<file path="src/rtl/aq_ifu_pkg.sv">
// Shared IFU instruction-buffer types: buffer entry layout, fetch-group size
// and the outstanding-fetch state encoding.
package aq_ifu_pkg;

    localparam int INST_WIDTH    = 32;
    localparam int IBUF_PC_WIDTH = 39;
    localparam int FETCH_INSTS   = 2;

    typedef struct packed {
        logic [INST_WIDTH-1:0]    inst;
        logic [IBUF_PC_WIDTH-1:0] pc;
        logic                     expt;
    } ibuf_entry_t;

    typedef enum logic [1:0] {
        OUTS_NONE = 2'd0,
        OUTS_ONE  = 2'd1,
        OUTS_TWO  = 2'd2
    } outs_e;

    // Number of instructions a returning fetch group actually deposits.
    function automatic logic [1:0] insts_written(input logic wr_vld,
                                                 input logic inst0_vld,
                                                 input logic inst1_vld);
        return wr_vld ? ({1'b0, inst0_vld} + {1'b0, inst1_vld}) : 2'd0;
    endfunction

endpackage

</file>
<file path="src/rtl/aq_ifu_ibuf_queue_if.sv">
// Bus bundle between IPack (write side), the instruction buffer and IDU (read side).
interface aq_ifu_ibuf_queue_if #(
    parameter int PC_WIDTH = 39
);
    import aq_ifu_pkg::*;

    // Write side has no ready: space was reserved when the fetch was issued.
    // Read side: an entry is transferred on a cycle where inst_vld and the
    // consumer's pop enable are both high; head data holds while not popped.
    logic                  ipack_ibuf_wr_vld;
    logic                  ipack_ibuf_inst0_vld;
    logic [INST_WIDTH-1:0] ipack_ibuf_inst0;
    logic [PC_WIDTH-1:0]   ipack_ibuf_inst0_pc;
    logic                  ipack_ibuf_inst0_expt;
    logic                  ipack_ibuf_inst1_vld;
    logic [INST_WIDTH-1:0] ipack_ibuf_inst1;
    logic [PC_WIDTH-1:0]   ipack_ibuf_inst1_pc;
    logic                  ipack_ibuf_inst1_expt;

    logic                  ibuf_idu_inst_vld;
    logic [INST_WIDTH-1:0] ibuf_idu_inst;
    logic [PC_WIDTH-1:0]   ibuf_idu_pc;
    logic                  ibuf_idu_expt;

    modport master (
        output ipack_ibuf_wr_vld, ipack_ibuf_inst0_vld, ipack_ibuf_inst0,
               ipack_ibuf_inst0_pc, ipack_ibuf_inst0_expt, ipack_ibuf_inst1_vld,
               ipack_ibuf_inst1, ipack_ibuf_inst1_pc, ipack_ibuf_inst1_expt,
        input  ibuf_idu_inst_vld, ibuf_idu_inst, ibuf_idu_pc, ibuf_idu_expt
    );

    modport slave (
        input  ipack_ibuf_wr_vld, ipack_ibuf_inst0_vld, ipack_ibuf_inst0,
               ipack_ibuf_inst0_pc, ipack_ibuf_inst0_expt, ipack_ibuf_inst1_vld,
               ipack_ibuf_inst1, ipack_ibuf_inst1_pc, ipack_ibuf_inst1_expt,
        output ibuf_idu_inst_vld, ibuf_idu_inst, ibuf_idu_pc, ibuf_idu_expt
    );

endinterface

</file>
<file path="src/rtl/aq_ifu_ibuf_credit.sv">
// Fetch credit: tracks outstanding fetch groups and only offers a new fetch
// when the buffer can absorb it on top of every group already in flight.
module aq_ifu_ibuf_credit
    import aq_ifu_pkg::*;
#(
    parameter int DEPTH = 8
) (
    input  logic                   clk_i,
    input  logic                   rst_b_i,
    input  logic                   flush_i,
    input  logic                   req_ack_i,
    input  logic                   wr_vld_i,
    input  logic [$clog2(DEPTH):0] count_i,
    output logic                   fetch_o,
    output outs_e                  outs_o
);

    localparam int UW = $clog2(DEPTH) + 3;

    outs_e         outs_q, outs_d;
    logic          fetch_q, fetch_d;
    logic          flush_q;
    logic          inc, dec;
    logic [UW-1:0] used;

    // The cycle after a flush never offers a fetch, so the redirect PC is the
    // first request seen by the ICache.
    assign fetch_o = fetch_q && !flush_q;
    assign inc     = fetch_o && req_ack_i;
    assign dec     = wr_vld_i;
    assign outs_o  = outs_q;

    always_ff @(posedge clk_i) begin
        if (!rst_b_i) begin
            outs_q  <= OUTS_NONE;
            fetch_q <= 1'b0;
            flush_q <= 1'b0;
        end else begin
            outs_q  <= outs_d;
            fetch_q <= fetch_d;
            flush_q <= flush_i;
        end
    end

    always_comb begin
        outs_d = outs_q;
        if (flush_i) begin
            outs_d = OUTS_NONE;
        end else if (inc && !dec) begin
            case (outs_q)
                OUTS_NONE: outs_d = OUTS_ONE;
                default:   outs_d = OUTS_TWO;
            endcase
        end else if (dec && !inc) begin
            case (outs_q)
                OUTS_TWO: outs_d = OUTS_ONE;
                default:  outs_d = OUTS_NONE;
            endcase
        end
    end

    always_comb begin
        used    = UW'(count_i) + UW'(FETCH_INSTS) * UW'(outs_q);
        fetch_d = ((used + UW'(FETCH_INSTS)) <= UW'(DEPTH)) && (outs_q != OUTS_TWO);
    end

    always @(posedge clk_i) begin
        if (rst_b_i && inc && !flush_i) begin
            assert (outs_q != OUTS_TWO);
        end
    end

endmodule

</file>
<file path="src/rtl/aq_ifu_ibuf_queue.sv">
// IFU instruction buffer: circular entry array filled up to two per cycle by
// IPack and drained one per cycle towards IDU, with a fetch credit output.
module aq_ifu_ibuf_queue
    import aq_ifu_pkg::*;
#(
    parameter int DEPTH    = 8,
    parameter int PC_WIDTH = IBUF_PC_WIDTH
) (
    input  logic               forever_cpuclk,
    input  logic               cpurst_b,
    input  logic               ctrl_ibuf_pop_en,
    input  logic               ctrl_ibuf_flush,
    input  logic               icache_ibuf_req_ack,
    output logic               ibuf_ctrl_inst_fetch,
    output logic               ibuf_top_empty,
    aq_ifu_ibuf_queue_if.slave ibuf_if
);

    localparam int PW  = $clog2(DEPTH);
    localparam int CW  = PW + 1;
    localparam int CW1 = CW + 1;

    ibuf_entry_t         mem_q [DEPTH];
    logic [PW-1:0]       rd_ptr_q, rd_ptr_d;
    logic [PW-1:0]       wr_ptr_q, wr_ptr_d;
    logic [PW-1:0]       wr_ptr_p1;
    logic [CW-1:0]       count_q, count_d;
    logic [1:0]          n_wr;
    logic                head_vld;
    logic                pop;
    logic                wr0_en, wr1_en;
    ibuf_entry_t         ent0, ent1, head;
    logic [PC_WIDTH-1:0] head_pc;
    outs_e               outs;

    assign n_wr = insts_written(ibuf_if.ipack_ibuf_wr_vld,
                                ibuf_if.ipack_ibuf_inst0_vld,
                                ibuf_if.ipack_ibuf_inst1_vld);

    assign head_vld  = (count_q != '0);
    assign pop       = head_vld && ctrl_ibuf_pop_en;
    assign wr_ptr_p1 = wr_ptr_q + PW'(1);
    assign wr0_en    = cpurst_b && !ctrl_ibuf_flush &&
                       ibuf_if.ipack_ibuf_wr_vld && ibuf_if.ipack_ibuf_inst0_vld;
    assign wr1_en    = cpurst_b && !ctrl_ibuf_flush &&
                       ibuf_if.ipack_ibuf_wr_vld && ibuf_if.ipack_ibuf_inst1_vld;

    assign ent0 = '{inst: ibuf_if.ipack_ibuf_inst0,
                    pc:   ibuf_if.ipack_ibuf_inst0_pc,
                    expt: ibuf_if.ipack_ibuf_inst0_expt};
    assign ent1 = '{inst: ibuf_if.ipack_ibuf_inst1,
                    pc:   ibuf_if.ipack_ibuf_inst1_pc,
                    expt: ibuf_if.ipack_ibuf_inst1_expt};

    always_comb begin
        rd_ptr_d = rd_ptr_q;
        wr_ptr_d = wr_ptr_q;
        count_d  = count_q;
        if (ctrl_ibuf_flush) begin
            rd_ptr_d = '0;
            wr_ptr_d = '0;
            count_d  = '0;
        end else begin
            wr_ptr_d = wr_ptr_q + PW'(n_wr);
            rd_ptr_d = rd_ptr_q + PW'(pop);
            count_d  = count_q + CW'(n_wr) - CW'(pop);
        end
    end

    always_ff @(posedge forever_cpuclk) begin
        if (!cpurst_b) begin
            rd_ptr_q <= '0;
            wr_ptr_q <= '0;
            count_q  <= '0;
        end else begin
            rd_ptr_q <= rd_ptr_d;
            wr_ptr_q <= wr_ptr_d;
            count_q  <= count_d;
        end
    end

    // Entry payload carries no reset; validity is tracked by count alone.
    always_ff @(posedge forever_cpuclk) begin
        if (wr0_en) begin
            mem_q[wr_ptr_q] <= ent0;
        end
        if (wr1_en) begin
            mem_q[wr_ptr_p1] <= ent1;
        end
    end

    assign head    = mem_q[rd_ptr_q];
    assign head_pc = head.pc;

    assign ibuf_if.ibuf_idu_inst_vld = head_vld;
    assign ibuf_if.ibuf_idu_inst     = head_vld ? head.inst : '0;
    assign ibuf_if.ibuf_idu_pc       = head_vld ? head_pc : '0;
    assign ibuf_if.ibuf_idu_expt     = head_vld && head.expt;

    aq_ifu_ibuf_credit #(
        .DEPTH (DEPTH)
    ) u_credit (
        .clk_i     (forever_cpuclk),
        .rst_b_i   (cpurst_b),
        .flush_i   (ctrl_ibuf_flush),
        .req_ack_i (icache_ibuf_req_ack),
        .wr_vld_i  (ibuf_if.ipack_ibuf_wr_vld),
        .count_i   (count_q),
        .fetch_o   (ibuf_ctrl_inst_fetch),
        .outs_o    (outs)
    );

    assign ibuf_top_empty = !head_vld && (outs == OUTS_NONE);

    always @(posedge forever_cpuclk) begin
        if (cpurst_b && ibuf_if.ipack_ibuf_wr_vld) begin
            assert (ibuf_if.ipack_ibuf_inst0_vld || !ibuf_if.ipack_ibuf_inst1_vld);
            assert (ctrl_ibuf_flush ||
                    ((CW1'(count_q) + CW1'(n_wr)) <= CW1'(DEPTH)));
        end
    end

endmodule

</file>
<file path="src/flat_wrapper.sv">
// flat-port wrapper written by rule: the top's interface ports become plain ports
module aq_ifu_ibuf_queue_flat import aq_ifu_pkg::*;
#(
    parameter int DEPTH    = 8,
    parameter int PC_WIDTH = IBUF_PC_WIDTH
)
  (forever_cpuclk, cpurst_b, ctrl_ibuf_pop_en, ctrl_ibuf_flush, icache_ibuf_req_ack, ibuf_ctrl_inst_fetch, ibuf_top_empty, ibuf_if_ipack_ibuf_wr_vld, ibuf_if_ipack_ibuf_inst0_vld, ibuf_if_ipack_ibuf_inst0, ibuf_if_ipack_ibuf_inst0_pc, ibuf_if_ipack_ibuf_inst0_expt, ibuf_if_ipack_ibuf_inst1_vld, ibuf_if_ipack_ibuf_inst1, ibuf_if_ipack_ibuf_inst1_pc, ibuf_if_ipack_ibuf_inst1_expt, ibuf_if_ibuf_idu_inst_vld, ibuf_if_ibuf_idu_inst, ibuf_if_ibuf_idu_pc, ibuf_if_ibuf_idu_expt);
  aq_ifu_ibuf_queue_if #(.PC_WIDTH(PC_WIDTH)) ibuf_if_i ();
  input  logic forever_cpuclk;
  input  logic cpurst_b;
  input  logic ctrl_ibuf_pop_en;
  input  logic ctrl_ibuf_flush;
  input  logic icache_ibuf_req_ack;
  output logic ibuf_ctrl_inst_fetch;
  output logic ibuf_top_empty;
  input wire logic [$bits(ibuf_if_i.ipack_ibuf_wr_vld)-1:0] ibuf_if_ipack_ibuf_wr_vld;
  input wire logic [$bits(ibuf_if_i.ipack_ibuf_inst0_vld)-1:0] ibuf_if_ipack_ibuf_inst0_vld;
  input wire logic [$bits(ibuf_if_i.ipack_ibuf_inst0)-1:0] ibuf_if_ipack_ibuf_inst0;
  input wire logic [$bits(ibuf_if_i.ipack_ibuf_inst0_pc)-1:0] ibuf_if_ipack_ibuf_inst0_pc;
  input wire logic [$bits(ibuf_if_i.ipack_ibuf_inst0_expt)-1:0] ibuf_if_ipack_ibuf_inst0_expt;
  input wire logic [$bits(ibuf_if_i.ipack_ibuf_inst1_vld)-1:0] ibuf_if_ipack_ibuf_inst1_vld;
  input wire logic [$bits(ibuf_if_i.ipack_ibuf_inst1)-1:0] ibuf_if_ipack_ibuf_inst1;
  input wire logic [$bits(ibuf_if_i.ipack_ibuf_inst1_pc)-1:0] ibuf_if_ipack_ibuf_inst1_pc;
  input wire logic [$bits(ibuf_if_i.ipack_ibuf_inst1_expt)-1:0] ibuf_if_ipack_ibuf_inst1_expt;
  output wire logic [$bits(ibuf_if_i.ibuf_idu_inst_vld)-1:0] ibuf_if_ibuf_idu_inst_vld;
  output wire logic [$bits(ibuf_if_i.ibuf_idu_inst)-1:0] ibuf_if_ibuf_idu_inst;
  output wire logic [$bits(ibuf_if_i.ibuf_idu_pc)-1:0] ibuf_if_ibuf_idu_pc;
  output wire logic [$bits(ibuf_if_i.ibuf_idu_expt)-1:0] ibuf_if_ibuf_idu_expt;
  assign ibuf_if_i.ipack_ibuf_wr_vld = ibuf_if_ipack_ibuf_wr_vld;
  assign ibuf_if_i.ipack_ibuf_inst0_vld = ibuf_if_ipack_ibuf_inst0_vld;
  assign ibuf_if_i.ipack_ibuf_inst0 = ibuf_if_ipack_ibuf_inst0;
  assign ibuf_if_i.ipack_ibuf_inst0_pc = ibuf_if_ipack_ibuf_inst0_pc;
  assign ibuf_if_i.ipack_ibuf_inst0_expt = ibuf_if_ipack_ibuf_inst0_expt;
  assign ibuf_if_i.ipack_ibuf_inst1_vld = ibuf_if_ipack_ibuf_inst1_vld;
  assign ibuf_if_i.ipack_ibuf_inst1 = ibuf_if_ipack_ibuf_inst1;
  assign ibuf_if_i.ipack_ibuf_inst1_pc = ibuf_if_ipack_ibuf_inst1_pc;
  assign ibuf_if_i.ipack_ibuf_inst1_expt = ibuf_if_ipack_ibuf_inst1_expt;
  assign ibuf_if_ibuf_idu_inst_vld = ibuf_if_i.ibuf_idu_inst_vld;
  assign ibuf_if_ibuf_idu_inst = ibuf_if_i.ibuf_idu_inst;
  assign ibuf_if_ibuf_idu_pc = ibuf_if_i.ibuf_idu_pc;
  assign ibuf_if_ibuf_idu_expt = ibuf_if_i.ibuf_idu_expt;
  aq_ifu_ibuf_queue #(.DEPTH(DEPTH), .PC_WIDTH(PC_WIDTH)) u_core (.forever_cpuclk(forever_cpuclk), .cpurst_b(cpurst_b), .ctrl_ibuf_pop_en(ctrl_ibuf_pop_en), .ctrl_ibuf_flush(ctrl_ibuf_flush), .icache_ibuf_req_ack(icache_ibuf_req_ack), .ibuf_ctrl_inst_fetch(ibuf_ctrl_inst_fetch), .ibuf_top_empty(ibuf_top_empty), .ibuf_if(ibuf_if_i));
endmodule
</file>
<file path="config.mk">
export PLATFORM = sky130hd
export DESIGN_NAME = aq_ifu_ibuf_queue_flat
export DESIGN_NICKNAME = d
export VERILOG_FILES = /design/src/rtl/aq_ifu_pkg.sv /design/src/rtl/aq_ifu_ibuf_queue_if.sv /design/src/rtl/aq_ifu_ibuf_credit.sv /design/src/rtl/aq_ifu_ibuf_queue.sv /design/src/flat_wrapper.sv
export SDC_FILE = /design/constraint.sdc
export NUM_CORES = 1
export LEC_CHECK = 0
export CORE_MARGIN = 3
export CORE_UTILIZATION = 59
export CTS_CLUSTER_DIAMETER = 80
export DETAILED_ROUTE_END_ITERATION = 16
export HOLD_SLACK_MARGIN = 0.1
export PLACE_DENSITY = 0.81
export SYNTH_ARGS = -nofsm -noshare
export SYNTH_HDL_FRONTEND = slang
export SYNTH_SLANG_ARGS = --single-unit
</file>
<file path="constraint.sdc">
create_clock -name forever_cpuclk -period 11.5 [get_ports forever_cpuclk]
set_input_delay 3.45 -clock forever_cpuclk [delete_from_list [all_inputs] [get_ports forever_cpuclk]]
set_output_delay 3.45 -clock forever_cpuclk [all_outputs]
set_load 0.01 [all_outputs]
</file>
==> results of run 1 <==
[path summary, 6_finish.rpt]
check                             from                        end  slack, ps  cells after the start
min          u_core.u_credit.outs_o[0]  u_core.u_credit.outs_o[0]        530                      2
min reg2reg  u_core.u_credit.outs_o[0]  u_core.u_credit.outs_o[0]        530                      2
max                 u_core.rd_ptr_q[0]  ibuf_if_ibuf_idu_inst[16]       4450                      4
max reg2reg         u_core.wr_ptr_q[1]        u_core.mem_q[1][33]       7930                      4
[flip-flops by register name, indices dropped and copies added, names as in the netlist]
| register | cells |
|---|---|
| u_core.mem_q | 576 |
| u_core.count_q | 4 |
| u_core.rd_ptr_q | 3 |
| u_core.wr_ptr_q | 3 |
| u_core.u_credit.outs_o | 2 |
| u_core.u_credit.fetch_q | 1 |
| u_core.u_credit.flush_q | 1 |
[final cells by class]
class,instances,area (sq um)
well taps,656,820.8
multi-input cells,879,11210
repair buffers,261,2537
flip-flops and latches,590,17580
diodes,2,5.005
clock buffers,71,1564
clock inverters,40,312.8
inverters,15,56.30
fillers,3162,14250
[power by group]
| group | internal [mW] | switching (mW) |
|---|---|---|
| clock | 1.08 | 0.801 |
| combinational | 0.514 | 0.461 |
| sequential | 2.38 | 0.0204 |
| total | 3.97 | 1.28 |
[logic make-up (layout without fill, tap and decap cells)]
group | count (synthesis) | after routing | share of synthesized area (%)
AOI/OAI and AO/OA | 86 | 86 | 2.456
xor gates and xnor gates | 6 | 6 | 0.2315
adders and majority gates | 18 | 18 | 0.8487
buffers and inverters | 121 | 387 | 1.732
DFF | 590 | 590 | 60.21
muxes | 721 | 721 | 33.36
other | 0 | 2 | 0
and+or+nand+nor | 48 | 48 | 1.153
[layer usage]
metal  vias to the layer above  track usage, %  routed length, um
met5                         -               0                 38
met4                         6           5.762               1362
met3                       104           4.524               4809
met2                       623           47.55              36460
met1                      8688           36.26              28090
li1                       7021               -                  -
[through the flow]
stage / total power [mW] / setup slack (ps)
2_1_floorplan: 2.940 / 2020
3_3_place_gp: 3.410 / 4522
3_5_place_dp: 3.424 / 4419
4_1_cts: 5.290 / 4331
5_1_grt: 5.429 / 4205
6_report: 5.253 / 4446
[placed cells by master (no fill, tap or decap), drive strengths merged, types with 5 or more instances in the layout]
master / netlist / final
edfxtp: 576 / 576
mux2: 576 / 576
clkdlybuf4s50: 0 / 226
mux4: 144 / 144
a22o: 72 / 72
clkbuf: 66 / 71
buf: 40 / 35
clkinv: 0 / 31
inv: 15 / 15
ha: 15 / 15
dfxtp: 14 / 14
and2: 9 / 9
nand4: 6 / 6
nand2b: 6 / 6
nor2: 6 / 6
bufinv: 0 / 5
nor2b: 5 / 5
o21ai: 5 / 5
[tightest hold or removal path: stages (launching register included)]
cell and delay, ps:
dfxtp_1 340, nand2_1 80, a21oi_1 60
==> metrics.md, run 1 <==
| Metric | Value |
|---|---|
| Status | `completed` |
| Io pins | `227` |
| Synth unique cells | `36` |
| Min Tclk post-route | `7054 ps` |
| Net Count, Synth | `1760` |
| Global-route wire length before repair | `108000 um` |
| Clk_skew | `17.46 ps` |
| Synthesized instance count | `1590` |
| Synth top area cells | `edfxtp_1 59%, mux2_2 21%, mux4_2 11%, a22o_1 2.2%, mux2_1 1.1%` |
| DRC viols | `0` |
| Worst slew pin tran | `1162 ps` |
| Leak Pwr | `10.94 nW` |
| Post-CTS Hold Fix Bufs | `0` |
| Unrepaired setup endpoints after global routing | `false` |
| Post-DP HPWL | `38770 um` |
| CTS Buf Count | `60` |
| Clock buffer depth | `3` |
| Setup crit start kind | `register` |
| Via count | `16.44k` |
| Seq/Total Area, Yosys | `60.21%` |
| Layout cell share with drive strength beyond 1 | `44.77%` |
| Synthesis-to-finish area growth | `16.80%` |
| Die X | `228.4 um` |
| Critical Path RT | `8050 ps` |
| Setup TNS | `0 ps` |
| Largest net degree at the start of global routing | `77` |
| Core Region | `48350 sq um` |
| Relative slew slack | `22.54%` |
| Final setup viols | `0` |
| IO Port Bufs | `226` |
| Kind of cell adding the most delay to the critical path | `buffers and inverters` |
| Vias in the first global route | `17.53k` |
| Pre-antenna DRT Iters | `5` |
| Final GP Congestion | `0.7881` |
| Top cell type by total area after synthesis | `edfxtp_1` |
| Clk sinks | `590` |
| Avg Cell Area, Syn | `18.36 sq um` |
| WS Path Type | `reg -> out` |
| NumNets Final | `1977` |
| Initial DRC Count | `1459` |
| Site Rows | `80` |
| Period utilization | `61.34%` |
| Post_cts resized | `0` |
| Hold Crit Class | `reg -> reg` |
| Die Ht | `228.4 um` |
| Crit path arrival time | `3600 ps` |
| Worst-path cell chain | `buf_4, mux4_2, a22o_1, clkdlybuf4s50_1` |
| Grt ovf | `0` |
| Starting Density | `60.38%` |
| Antenna-violating nets left | `0` |
| Die Area | `52180 sq um` |
| Initial antenna violation count | `4` |
| Max-Cap Viols | `0` |
| EDFF count, synth | `576` |
| Clk Latency, worst-skew pair | `610 ps` |
| Clock slew at reported path FFs | `60 ps` |
| Drt total wl | `70760 um` |
| Ys async rst share | `0%` |
| Yosys warnings | `0` |
| Peak per-stage delay on the critical path | `940 ps` |
| Max FO, Critical Path | `40` |
| Avg Vias per Cell | `6.540` |
| Critical-path top delay cell | `dfxtp_4` |
| Post-layout util | `70.52%` |
| Pwr Density | `154.1 nW/um^2` |
| Netlist Area Pre-Place | `29190 sq um` |
| VDD IR max | `0.0001147 V` |
| Main synth FF type | `edfxtp_1` |
| Share of the synthesized area in the top cell type | `59.25%` |
| Top-count cell post-synth | `edfxtp_1` |
| Final Non-Filler Cells | `2514` |
| CTS root buf | `clkbuf_16` |
| Placed insts | `2401` |
| Avg WL per Cell | `28.15 um` |
| Gr usage total | `27.18%` |
| Slew Viols, Final | `0` |
| Htree depth | `2` |
| Highest clock rate | `141.8 MHz` |
| Worst hold slack | `528.9 ps` |
| CP Capture Type | `primary output` |
| Final instance area | `34090 sq um` |
| Post-CTS Setup Bufs | `0` |
| Synth cell count leaders | `576 x edfxtp_1, 548 x mux2_2, 144 x mux4_2, 72 x a22o_1, 66 x clkbuf_1` |
| Number of synthesized register bits | `590` |
| Area after DPL | `32210 sq um` |
| CTS tree | `yes` |
| Final Hold Viols | `0` |
| CP bufs+invs | `2` |
(Power assumes the default switching activity.)
==> inputs of run 2 (changes only) <==
clock period = 7.3 ns   (was 11.5 ns; I/O delays follow)
==> metrics.md, run 2 (synthesized netlist as in run 1, its figures left out) <==
| Metric | Value |
|---|---|
| Grt ovf | `0` |
| Peak per-stage delay on the critical path | `960 ps` |
| Unrepaired setup endpoints after global routing | `false` |
| Depth of the most critical reg-to-reg path | `6` |
| NumNets Final | `1983` |
| Largest net degree at the start of global routing | `64` |
| Gr usage total | `27.14%` |
| Hold Crit Class | `reg -> reg` |
| Die Ht | `228.4 um` |
| Pwr Density | `247.0 nW/um^2` |
| Status | `completed` |
| Worst slew pin tran | `1235 ps` |
| Vias in the first global route | `17.76k` |
| Placed insts | `2406` |
| Final Non-Filler Cells | `2529` |
| Synthesis-to-finish area growth | `17.56%` |
| Pre-antenna DRT Iters | `5` |
| Clock buffer depth | `3` |
| Layout cell share with drive strength beyond 1 | `45.18%` |
| Post-layout util | `70.98%` |
| Global-route wire length before repair | `108100 um` |
| Met2 WL | `36230 um` |
| Final GP Congestion | `0.7728` |
| CTS tree | `yes` |
| Period utilization | `81.00%` |
| CP Capture Type | `primary output` |
| Die Area | `52180 sq um` |
| Site Rows | `80` |
| Relative slew slack | `17.45%` |
| Slew Viols, Final | `0` |
| VDD IR max | `0.0001835 V` |
| Post_cts resized | `0` |
| Top layer used by detailed routing | `met5` |
| Starting Density | `60.38%` |
| Initial antenna violation count | `12` |
| Final Hold Viols | `0` |
| Min Tclk post-route | `5913 ps` |
| Drt total wl | `70370 um` |
| Largest register FFs | `576` |
| Clk sinks | `590` |
| Routed length on met1 | `27740 um` |
| Avg WL per Cell | `27.82 um` |
| Critical-path top delay cell | `nor2_4` |
| Setup TNS | `0 ps` |
| Commonest non-fill, non-tap cell in the layout | `edfxtp_1` |
| Critical Path RT | `5110 ps` |
| Io pins | `227` |
| Area after DPL | `32300 sq um` |
| Final setup viols | `0` |
| Commonest cells after routing, fill and taps aside | `576 x edfxtp_1, 548 x mux2_2, 226 x clkdlybuf4s50_1` |
| Setup slack at placement | `1413 ps` |
| Post-CTS Setup Bufs | `0` |
| Antenna-violating nets left | `0` |
| Setup crit start kind | `register` |
| Max FO, Critical Path | `32` |
| Via count | `16.37k` |
| Final instance area | `34320 sq um` |
| Top flop regs | `u_core.mem_q: 576 flops, u_core.count_q: 4 flops` |
| Crit path arrival time | `3720 ps` |
| Worst-path cell chain | `inv_1, ha_1, nor3b_1, nor2_4, buf_4, a22o_1, clkdlybuf4s50_1` |
| Avg Vias per Cell | `6.471` |
| DRC viols | `0` |
| Hold depth | `2` |
| Final WS setup | `1387 ps` |
| Max-Cap Viols | `0` |
| Leak Pwr | `11.05 nW` |
| Post-CTS Hold Fix Bufs | `0` |
| Post-DP HPWL | `39890 um` |
| Htree depth | `2` |
| Clk_skew | `11.93 ps` |
| Initial DRC Count | `1666` |
| Highest clock rate | `169.1 MHz` |
| CTS Buf Count | `61` |
| IO Port Bufs | `226` |
| Clock slew at reported path FFs | `60 ps` |
| Core Region | `48350 sq um` |
| CTS root buf | `clkbuf_16` |
| WS Path Type | `reg -> out` |
| Clk Latency, worst-skew pair | `630 ps` |
| Die X | `228.4 um` |
| Top reg by flops | `u_core.mem_q` |
| DR WL met3 | `4554 um` |
-- run 2: changes by cell type in the layout (fill, tap and decap cells not counted) --
cell / delta
clkinv_2: +2
inv_6: +2
clkinv_1: -2
clkbuf_16: +2
bufinv_16: +2
clkinvlp_4: -1
buf_4: +1
buf_12: +4
diode_2: +5
-- run 2: worst max-delay path, delay by kind of cell, from the launching register on --
kind / cells / cell delay, ps
AO/OA/AOI/OAI: 1 / 290
adder cells (fa/ha/maj): 1 / 160
buffers and inverters: 3 / 1070
flip-flops: 1 / 360
AND/OR/NAND/NOR: 2 / 1190
-- run 2: area by class of cell --
type	count	area [sq um]
Antenna cell	7	17.52
Fill cell	3082	14030
Clock inverter	43	385.4
Timing Repair Buffer	266	2625
Multi-Input combinational cell	879	11210
Sequential cell	590	17580
Clock buffer	73	1614
Inverter	15	56.30
Tap cell	656	820.8
-- run 2: stage by stage --
stage | power (mW) | hold slack (ps)
floorplan | 4.631 | 469.8
global placement | 5.403 | 485.4
detailed placement | 5.425 | 514.5
CTS | 8.536 | 524.0
global route | 8.754 | 558.5
finish | 8.475 | 530.9
-- run 2: report_power, final --
part / leakage [nW] / switching [mW] / internal (mW) / total [mW]
Combinational: 4.76 / 0.748 / 0.821 / 1.57
Sequential: 5.30 / 0.0241 / 3.75 / 3.77
Clock: 0.980 / 1.31 / 1.82 / 3.13
-- run 2: final timing paths --
check / from / to / slack (ps)
worst min-delay path: u_core.u_credit.outs_o[0] / u_core.u_credit.outs_o[0] / 530
worst min register to register: u_core.u_credit.outs_o[0] / u_core.u_credit.outs_o[0] / 530
worst max register to register: u_core.wr_ptr_q[1] / u_core.mem_q[6][53] / 3350
worst max-delay path: u_core.count_q[3] / ibuf_if_ibuf_idu_pc[14] / 1390
-- run 2: metal layers --
layer,up-vias,global-route usage (%)
met2,583,46.70
met3,135,5.247
met4,12,8.781
met5,-,0
met1,8595,35.07
li1,7040,-
==> inputs of run 3 (changes only) <==
CORE_UTILIZATION = 53   (was 59)
PLACE_DENSITY = 0.76   (was 0.81)
clock period = 4.9 ns   (was 7.3 ns; I/O delays follow)
==> metrics.md, run 3 (synthesized netlist as in run 1, its figures left out) <==
| Metric | Value |
|---|---|
| Status | `completed` |
| Kind of cell adding the most delay to the critical path | `buffers and inverters` |
| Max FO, Critical Path | `35` |
| NumNets Final | `1993` |
| Critical-path top delay cell | `dfxtp_4` |
| Die Ht | `240.7 um` |
| Setup crit start kind | `register` |
| Post-layout util | `63.88%` |
| Clk_skew | `11.11 ps` |
| Global-route wire length before repair | `108500 um` |
| Top reg by flops | `u_core.mem_q` |
| Clk Latency, worst-skew pair | `610 ps` |
| Leak Pwr | `11.11 nW` |
| Post-CTS Setup Bufs | `0` |
| IO Port Bufs | `226` |
| Final setup viols | `0` |
| Final Hold Viols | `0` |
| Max-Cap Viols | `0` |
| Placed insts | `2452` |
| Post_cts resized | `0` |
| Peak per-stage delay on the critical path | `670 ps` |
| Via count | `16.32k` |
| Period utilization | `91.86%` |
| CTS tree | `yes` |
| Crit path launch | `u_core.rd_ptr_q[0]` |
| CP Capture Type | `primary output` |
| VDD IR max | `0.0002750 V` |
| Avg WL per Cell | `27.93 um` |
| Commonest cells after routing, fill and taps aside | `576 x edfxtp_1, 548 x mux2_2, 226 x clkdlybuf4s50_1` |
| Unrepaired setup endpoints after global routing | `false` |
| Htree depth | `2` |
| Final GP Congestion | `0.7374` |
| Pwr Density | `360.5 nW/um^2` |
| Highest clock rate | `222.2 MHz` |
| Largest net degree at the start of global routing | `73` |
| Post-DP HPWL | `39860 um` |
| Clk sinks | `590` |
| Worst-path cell chain | `buf_12, mux4_2, a22o_1, clkdlybuf4s50_1` |
| Starting Density | `53.92%` |
| Core Region | `54130 sq um` |
| Site Rows | `85` |
| Largest register FFs | `576` |
| Synthesis-to-finish area growth | `18.47%` |
| Avg Vias per Cell | `6.341` |
| Top flop regs | `u_core.mem_q: 576 flops, u_core.count_q: 4 flops` |
| Initial antenna violation count | `17` |
| Antenna-violating nets left | `0` |
| Worst slew pin tran | `716.7 ps` |
| Gr usage total | `25.14%` |
| FILL cells | `3790` |
| Initial DRC Count | `1379` |
| Hold Crit Class | `reg -> reg` |
| DRC viols | `0` |
| Final Total Pwr | `12.47 mW` |
| CTS root buf | `clkbuf_16` |
| Worst hold slack | `525.8 ps` |
| Reg2reg start | `u_core.wr_ptr_q[1]` |
| Pre-antenna DRT Iters | `5` |
| Grt ovf | `0` |
| Crit path arrival time | `3030 ps` |
| Relative slew slack | `52.22%` |
| Min-delay src | `u_core.u_credit.outs_o[0]` |
| Clock buffer depth | `3` |
| Commonest non-fill, non-tap cell in the layout | `edfxtp_1` |
| Die X | `240.7 um` |
| WS Path Type | `reg -> out` |
| Vias in the first global route | `17.32k` |
| Critical Path RT | `3430 ps` |
| CP bufs+invs | `2` |
| CTS Buf Count | `61` |
| Slew Viols, Final | `0` |
| Final Non-Filler Cells | `2574` |
| Die Area | `57930 sq um` |
| Final WS setup | `398.7 ps` |
| Drt total wl | `71890 um` |
| Post-CTS Hold Fix Bufs | `0` |
| Io pins | `227` |
| Clock slew at reported path FFs | `60 ps` |
| Layout cell share with drive strength beyond 1 | `45.10%` |
| Min Tclk post-route | `4501 ps` |
| Setup slack at placement | `723.8 ps` |
run 3: worst min-delay path, cell delays in order (launching register included):
cell and delay (ps):
dfxtp_1 340, nand2_1 80, a21oi_1 60
run 3: metrics by stage:
stage | TNS, ps | area (sq um)
6_report | 0 | 34580
5_1_grt | 0 | 34570
4_1_cts | 0 | 34480
3_5_place_dp | 0 | 32620
3_3_place_gp | 0 | 32620
2_1_floorplan | -416260 | 29190
run 3: power breakdown:
group	switching [mW]	internal (mW)	total, mW
Clock	1.91	2.52	4.43
Combinational	1.11	1.31	2.41
Sequential	0.0338	5.59	5.62
Total	3.05	9.42	12.5
run 3: per-layer routing:
metal	up-vias	share of wire [%]	track usage [%]
li1	7082	-	-
met3	117	6.5	4.857
met4	16	2.4	7.650
met5	-	0.14	0
met2	553	51	43.11
met1	8555	40	32.79
run 3: path summary, 6_finish.rpt:
path,cells after the start,slack [ps],end
setup / recovery,4,400,ibuf_if_ibuf_idu_pc[2]
hold / removal,2,530,u_core.u_credit.outs_o[0]
setup reg to reg,4,2230,u_core.mem_q[3][26]
hold reg to reg,2,530,u_core.u_credit.outs_o[0]
run 3: final cells by class:
class,instances,area [sq um],share of cell area (%)
sequential,590,17580,50.85
antenna,9,22.52,0.06513
clock inverter,36,286.5,0.8286
inverter,15,56.30,0.1628
timing repair buffer,276,2975,8.604
clock buffer,73,1572,4.544
multi-input combinational,879,11210,32.43
tap,696,870.8,2.518
